--- config.mk ---
export PLATFORM = sky130hd
export DESIGN_NAME = wide_mult_result_serializer
export DESIGN_NICKNAME = d
export VERILOG_FILES = /design/src/rtl/wide_mult_pkg.sv /design/src/rtl/wide_mult_res_fifo.sv /design/src/rtl/wide_mult_result_serializer.sv
export SDC_FILE = /design/constraint.sdc
export NUM_CORES = 2
export LEC_CHECK = 0
export ABC_AREA = 1
export BUFFER_PORTS_ARGS = -buffer_cell sky130_fd_sc_hd__buf_2
export CAP_MARGIN = 20
export CORE_AREA = 2 2 440 442
export CTS_CLUSTER_DIAMETER = 120
export DETAILED_ROUTE_END_ITERATION = 16
export DIE_AREA = 0 0 442 444
export PLACE_DENSITY_LB_ADDON = 0.3
export SLEW_MARGIN = 20
export SYNTH_ARGS = -nofsm -noshare
export SYNTH_HDL_FRONTEND = slang
export SYNTH_HIERARCHICAL = 1
export SYNTH_SLANG_ARGS = --single-unit
--- constraint.sdc ---
create_clock -name clk -period 25.4 [get_ports clk]
set_clock_uncertainty 0.15 [all_clocks]
set_input_delay 7.62 -clock clk [delete_from_list [all_inputs] [get_ports clk]]
set_output_delay 7.62 -clock clk [all_outputs]
set_load 0.05 [all_outputs]
--- src/rtl/wide_mult_pkg.sv ---
// Shared widths and latency for the wide multiplier and its result serializer.
package wide_mult_pkg;
   localparam int WM_RES_W   = 256;
   localparam int WM_BEAT_W  = 64;
   localparam int WM_BEATS   = WM_RES_W / WM_BEAT_W;
   localparam int WM_LATENCY = 43;

   typedef logic [WM_RES_W-1:0]  wm_result_t;
   typedef logic [WM_BEAT_W-1:0] wm_beat_t;
endpackage

--- src/rtl/wide_mult_res_fifo.sv ---
// Single-clock result FIFO; exposes the head and the entry behind it so the
// serializer can start the next result without a bubble.
module wide_mult_res_fifo #(
   parameter int WIDTH = 256,
   parameter int DEPTH = 8
) (
   input  logic                       clk,
   input  logic                       reset,
   input  logic                       push,
   input  logic                       pop,
   input  logic [WIDTH-1:0]           wr_data,
   output logic [WIDTH-1:0]           rd_data,
   output logic [WIDTH-1:0]           rd_data_next,
   output logic                       full,
   output logic                       empty,
   output logic [$clog2(DEPTH):0]     count
);
   localparam int AW = $clog2(DEPTH);

   logic [WIDTH-1:0] mem [DEPTH];
   logic [AW-1:0]    wr_ptr;
   logic [AW-1:0]    rd_ptr;
   logic [AW-1:0]    rd_ptr_nxt;

   assign rd_ptr_nxt   = rd_ptr + 1'b1;
   assign rd_data      = mem[rd_ptr];
   assign rd_data_next = mem[rd_ptr_nxt];
   assign full         = (count == (AW+1)'(DEPTH));
   assign empty        = (count == '0);

   always_ff @(posedge clk) begin
      if (reset) begin
         wr_ptr <= '0;
         rd_ptr <= '0;
         count  <= '0;
      end else begin
         if (push) wr_ptr <= wr_ptr + 1'b1;
         if (pop)  rd_ptr <= rd_ptr_nxt;
         case ({push, pop})
            2'b10:   count <= count + 1'b1;
            2'b01:   count <= count - 1'b1;
            default: count <= count;
         endcase
      end
   end

   // Storage carries no reset; only pointers and count define validity.
   always_ff @(posedge clk) begin
      if (push) mem[wr_ptr] <= wr_data;
   end
endmodule

--- src/rtl/wide_mult_result_serializer.sv ---
// Recovers the result strobe of wide_mult_top from start, buffers results and
// streams each one out as BEAT_W-wide beats, least significant first.
module wide_mult_result_serializer
   import wide_mult_pkg::*;
#(
   parameter int LATENCY = WM_LATENCY,
   parameter int DEPTH   = 8,
   parameter int RES_W   = WM_RES_W,
   parameter int BEAT_W  = WM_BEAT_W
) (
   input  logic                    clk,
   input  logic                    reset,
   input  logic                    start,
   input  logic [RES_W-1:0]        return_val,
   output logic [BEAT_W-1:0]       m_data,
   output logic                    m_valid,
   input  logic                    m_ready,
   output logic                    m_last,
   output logic [$clog2(DEPTH):0]  occupancy,
   output logic                    overflow
);
   localparam int BEATS = RES_W / BEAT_W;
   localparam int CNT_W = (BEATS > 1) ? $clog2(BEATS) : 1;
   localparam int OCC_W = $clog2(DEPTH) + 1;
   localparam logic [CNT_W-1:0] LAST_CNT = CNT_W'(BEATS - 1);

   logic [LATENCY-1:0]           tap;
   logic                         res_vld;
   logic                         push;
   logic                         pop;
   logic                         full;
   logic                         empty;
   logic [OCC_W-1:0]             count;
   logic [RES_W-1:0]             head;
   logic [RES_W-1:0]             head_next;
   logic [BEATS-1:0][BEAT_W-1:0] head_beats;
   logic [BEATS-1:0][BEAT_W-1:0] next_beats;
   logic [CNT_W-1:0]             cnt;
   logic [CNT_W-1:0]             cnt_inc;
   logic                         accept;
   logic                         last_acc;
   logic                         load_en;
   logic                         load_valid;
   logic [CNT_W-1:0]             load_cnt;
   logic [BEAT_W-1:0]            load_data;

   always_ff @(posedge clk) begin
      if (reset) tap <= '0;
      else       tap <= {tap[LATENCY-2:0], start};
   end
   assign res_vld = tap[LATENCY-1];

   // A full FIFO still takes a result when its head leaves in the same cycle.
   assign accept   = m_valid && m_ready;
   assign last_acc = accept && (cnt == LAST_CNT);
   assign pop      = last_acc;
   assign push     = res_vld && (!full || last_acc);

   wide_mult_res_fifo #(
      .WIDTH (RES_W),
      .DEPTH (DEPTH)
   ) u_fifo (
      .clk          (clk),
      .reset        (reset),
      .push         (push),
      .pop          (pop),
      .wr_data      (return_val),
      .rd_data      (head),
      .rd_data_next (head_next),
      .full         (full),
      .empty        (empty),
      .count        (count)
   );

   assign head_beats = head;
   assign next_beats = head_next;
   assign cnt_inc    = cnt + 1'b1;
   assign occupancy  = count;

   // Output register reloads only when empty or when its beat is taken.
   always_comb begin
      load_en    = 1'b0;
      load_valid = 1'b0;
      load_cnt   = '0;
      load_data  = '0;
      if (!m_valid) begin
         if (!empty) begin
            load_en    = 1'b1;
            load_valid = 1'b1;
            load_data  = head_beats[0];
         end
      end else if (accept) begin
         load_en = 1'b1;
         if (!last_acc) begin
            load_valid = 1'b1;
            load_cnt   = cnt_inc;
            load_data  = head_beats[cnt_inc];
         end else if (count > OCC_W'(1)) begin
            load_valid = 1'b1;
            load_data  = next_beats[0];
         end
      end
   end

   always_ff @(posedge clk) begin
      if (reset) begin
         m_valid  <= 1'b0;
         m_data   <= '0;
         m_last   <= 1'b0;
         cnt      <= '0;
         overflow <= 1'b0;
      end else begin
         if (load_en) begin
            m_valid <= load_valid;
            m_data  <= load_data;
            m_last  <= load_valid && (load_cnt == LAST_CNT);
            cnt     <= load_cnt;
         end
         if (res_vld && full && !last_acc) overflow <= 1'b1;
      end
   end
endmodule

==> Yosys cells after proc, flatten, opt, wreduce, memory -nomap -nowiden <==
Memory sizes are Yosys's and may differ from the RTL's. A register that Yosys moved wholly into a read port is not among the register bits.
Cells that the tools add are included.
{ "word_totals": {"inputBits": 260, "ff_bits": 122, "memories": 1, "output_inout_bits": 71, "word_cells": 55, "mem_bits_rw": 2048} }
{ "mem_list": {"columns": ["memory", "depth", "width", "read_ports", "rd_ports_with_merged_regs", "wr", "line", "text"], "rows": [
  ["u_fifo.mem", 8, 256, 2, 1, 1, "wide_mult_res_fifo.sv:20", "logic [WIDTH-1:0] mem [DEPTH];"]
]} }
{ "classes": {"n_eq_ne": 5, "reduce_logical": 11, "order_cmp": 2, "mux": 22, "n_addsub": 5} }
{ "ops": {"columns": ["operator", "count"], "rows": [
  ["2-to-1 mux 64 bit", 6],
  ["binary-select mux 64 bit (select 2 bit)", 1],
  ["2-to-1 mux 1 bit", 9],
  ["one-hot mux 4 bit (2 select lines)", 1],
  ["adder 3 x 1 -> 3 bit, second input constant", 2],
  ["== test 2 bit, second input constant", 3],
  ["logical AND 1 bit", 6],
  ["2-to-1 mux 2 bit", 3],
  ["2-to-1 mux 3 bit", 2],
  ["adder 4 x 1 -> 4 bit, second input constant", 1],
  ["== test 4 bit, second input constant", 1],
  ["> comparator 4 x 1 -> 1 bit, second input constant", 1],
  ["zero test 4 bit", 1],
  ["subtractor 4 x 1 -> 4 bit, second input constant", 1],
  ["less-than comparator 2 x 3 -> 1 bit, second input constant", 1],
  ["adder 2 x 1 -> 2 bit, second input constant", 1],
  ["== test 2 x 1 -> 1 bit, second input constant", 1],
  ["zero test 1 bit", 2],
  ["nonzero test 2 bit", 1],
  ["logical OR 1 bit", 1]
]} }

==> Longest topological paths before layout <==
{ "logic_depth": {"word_depth": 7, "mapped_depth": 16, "mapped_depth_nobuf": 15} }

==> By module <==
The synthesis kept the hierarchy.
{ "modules_own_cells": {"columns": ["module", "cells_per_inst", "area_each_um2", "instances", "seq_area_each_um2"], "rows": [
  ["wide_mult_res_fifo", 9850, 97763.8, 1, 61759.2],
  ["wide_mult_result_serializer", 1266, 7051.8, 1, 2242.2]
]} }

==> Worst setup path after synthesis <==
OpenSTA, ideal clock, no wires.
{ "synth_path": {"path_kind": "input to register", "from": "input m_ready", "to": "memory u_fifo.mem[0][0] (enable)", "t_arrival_ns": 19.444, "path_buffers": 1, "required_ns": 24.373, "cell_stages": 8, "setup_time_ns": 0.877, "slack_ns": 4.929, "path_cell_list": "nand2_4 > inv_4 > nand2_1 > buf_2 > a21boi_0 > inv_1 > or2_2 > nor2_1"} }
{ "synth_via": {"elab_chain_len": 6} }
{ "synth_rtl": {"columns": ["element", "line", "text"], "rows": [
  ["start, declared", "wide_mult_result_serializer.sv:17", "input logic m_ready,"],
  ["logical AND 1 bit", "wide_mult_result_serializer.sv:54", "assign accept = m_valid && m_ready;"],
  ["logical AND 1 bit", "wide_mult_result_serializer.sv:55", "assign last_acc = accept && (cnt == LAST_CNT);"],
  ["logical OR 1 bit", "wide_mult_result_serializer.sv:57", "assign push = res_vld && (!full || last_acc);"],
  ["logical AND 1 bit", "wide_mult_result_serializer.sv:57", null],
  ["net push", "wide_mult_result_serializer.sv:29", "logic push;"],
  ["2-to-1 mux 1 bit", "wide_mult_res_fifo.sv:49", "if (push) mem[wr_ptr] <= wr_data;"],
  ["2-to-1 mux 1 bit (not written as such)", "wide_mult_res_fifo.sv:49", null],
  ["end, declared", "wide_mult_res_fifo.sv:20", null]
]} }
The timed path passes the listed nets, and every way through them passes these cells.

==> Worst setup path after layout <==
{ "layout_path": {"from": "input m_ready", "to": "memory u_fifo.mem[1][180] (enable)"} }
Same word-level chain as after synthesis.

==> run_results.csv <==
group,metric,value,unit
status,status,"finished clean",
clock_tree,clockBufferDepth,3,
critical_path,critical_path_class,"input port to flip-flop",
synthesis,yosys_warnings,6,
placement,gp_congestion,0.901,
critical_path,r2r_setup_slack,18.56,ns
worst_hold_path,hold_depth,2,
sta,finalSetupTns,0,ns
synthesis,syn_area_per_cell,10.8,um2
sta,rsz0062_at_grt,"false",
sta,tightest_slew,1.09,ns
routing,first_iter_violations,8379,
floorplanning,dieArea,196000,um2
finish,fill_cells,15973,
sta,relSlewSlack,0.274,
clock_tree,cts_num_sinks,2173,
worst_hold_path,min_path_type,"flip-flop to flip-flop",
flow_run,cap_violations,0,
power_and_ir_drop,peakVddDrop,0.0000720,V
finish,stdcell_area,103000,um2
finish,final_common_cell,"edfxtp_1",
routing,drc,0,
synthesis,synthCells,8545,
clock_tree,htree_levels,4,
clock_tree,ctsHoldBuffers,0,
routing,wl_per_cell,22.7,um
sta,drv_slew,0,
placement,portBuffers,330,
routing,detail_route.first_pass.iterations,6,
sta,finalWorstPathRequiredPeriod,13.27,ns
critical_path,reg2reg_depth,9,
routing,num_vias,64885,
global_routing,grt_overflow,0,
clock_tree,clk_pin_slew,0.06,ns
global_routing,grt_pass1_vias,60146,
placement,dp_hpwl,144000,um
placement,post_dp_cell_area,95300,um2
floorplanning,ios,331,
routing,vias_per_cell,5.74,
clock_tree,clock_latency,0.88,ns
floorplanning,coreArea,192000,um2
power_and_ir_drop,power_density,69.8,nW/um2
critical_path,critPathLaunchType,"input port",
sta,max_freq,75.4,MHz
global_routing,grt_max_degree,230,
clock_tree,cts_tree,"built",
finish,final_cell_mix,"edfxtp_1 (2048), o21ai_0 (1407), nand2_1 (1383)",
routing,ant_nets,0,
floorplanning,die_h,444,um
global_routing,grt_pass1_wl,380000,um
finish,final_util,0.535,
sta,finalSetupViolations,0,
routing,wirelength,257000,um
finish,final_nets,8827,
power_and_ir_drop,p_leak,0.0361,uW
finish,syn_to_final_growth,11.1,%
finish,layout-drive-gt1-share,0.0865,
clock_tree,post_cts_buffers,0,
sta,finalHoldViolCount,0,
clock_tree,clockRootBuffer,"clkbuf_16",
sta,fin_crit_sh,0.522,
clock_tree,cts_resized,0,
synthesis,synthesis.nets,8811,
floorplanning,rows,161,
global_routing,grtUsageTotal,0.255,
floorplanning,initial_utilization,0.482,
synthesis,syn-cell-area,92300,um2
critical_path,cp-end-kind,"flip-flop",
critical_path,crit_arrival,13.57,ns
global_routing,antenna_found_initial,105,
critical_path,crit_required,25.70,ns
critical_path,critPathMaxFanout,128,
floorplanning,die_w,442,um
clock_tree,numCtsBuffers,213,
-- worst max-delay path, stage by stage --
cell and delay, ns:
buf_2 0.16, nand2_4 0.29, inv_4 0.58, nand2_1 0.51, a21boi_0 0.56, nand2_1 0.36, nor2_4 0.70, buf_12 0.69
buf_4 0.88, buf_4 0.87
-- final timing paths --
kind | end | from
setup reg to reg | u_fifo/mem[1][180] | m_valid
hold reg to reg | tap[16] | tap[15]
setup / recovery | u_fifo/mem[1][180] | m_ready
hold / removal | tap[16] | tap[15]
-- power by group --
part           leakage [uW]  switching [uW]  internal [uW]  total (uW)
Clock               0.00344            1370           1810        3180
Sequential           0.0194          0.0800           3910        3910
Combinational        0.0132            50.4           14.9        65.3
-- flip-flops by register name (all words and copies together) (netlist names), named ones only --
| signal | flops |
|---|---|
| m_data | 64 |
| cnt | 2 |
| overflow | 1 |
| u_fifo/mem | 2048 |
| tap | 43 |
| u_fifo/count | 4 |
| m_last | 1 |
| u_fifo/wr_ptr | 3 |
| m_valid | 1 |
| u_fifo/rd_ptr | 3 |
-- through the flow --
stage	hold WS [ns]	setup WS, ns	cells	power (uW)
4_1_cts	0.225	12.20	11272	7200
2_1_floorplan	0.238	4.93	8545	3990
5_1_grt	0.254	11.90	11298	7350
6_report	0.221	12.13	11312	7160
3_3_place_gp	0.240	11.40	10870	4050
3_5_place_dp	0.244	11.31	10870	4050
-- cell type report --
type	instances	area [um2]	area share
sequential	2173	64000	0.624
multi-input combinational	5148	23300	0.228
clock buffer	259	5570	0.0544
tap	2526	3160	0.0308
timing repair buffer	420	2500	0.0244
inverter	605	2300	0.0224
clock inverter	143	1530	0.0149
antenna	38	95.1	0.000928
-- routing by layer --
| metal | GRT usage | vias up | share of wire |
|---|---|---|---|
| li1 | - | 29784 | - |
| met1 | 0.363 | 31465 | 0.42 |
| met2 | 0.383 | 3025 | 0.45 |
| met3 | 0.0556 | 535 | 0.095 |
| met4 | 0.0954 | 76 | 0.033 |
| met5 | 0 | - | 0.0019 |
No activity file was read; power rests on OpenSTA's default activity.
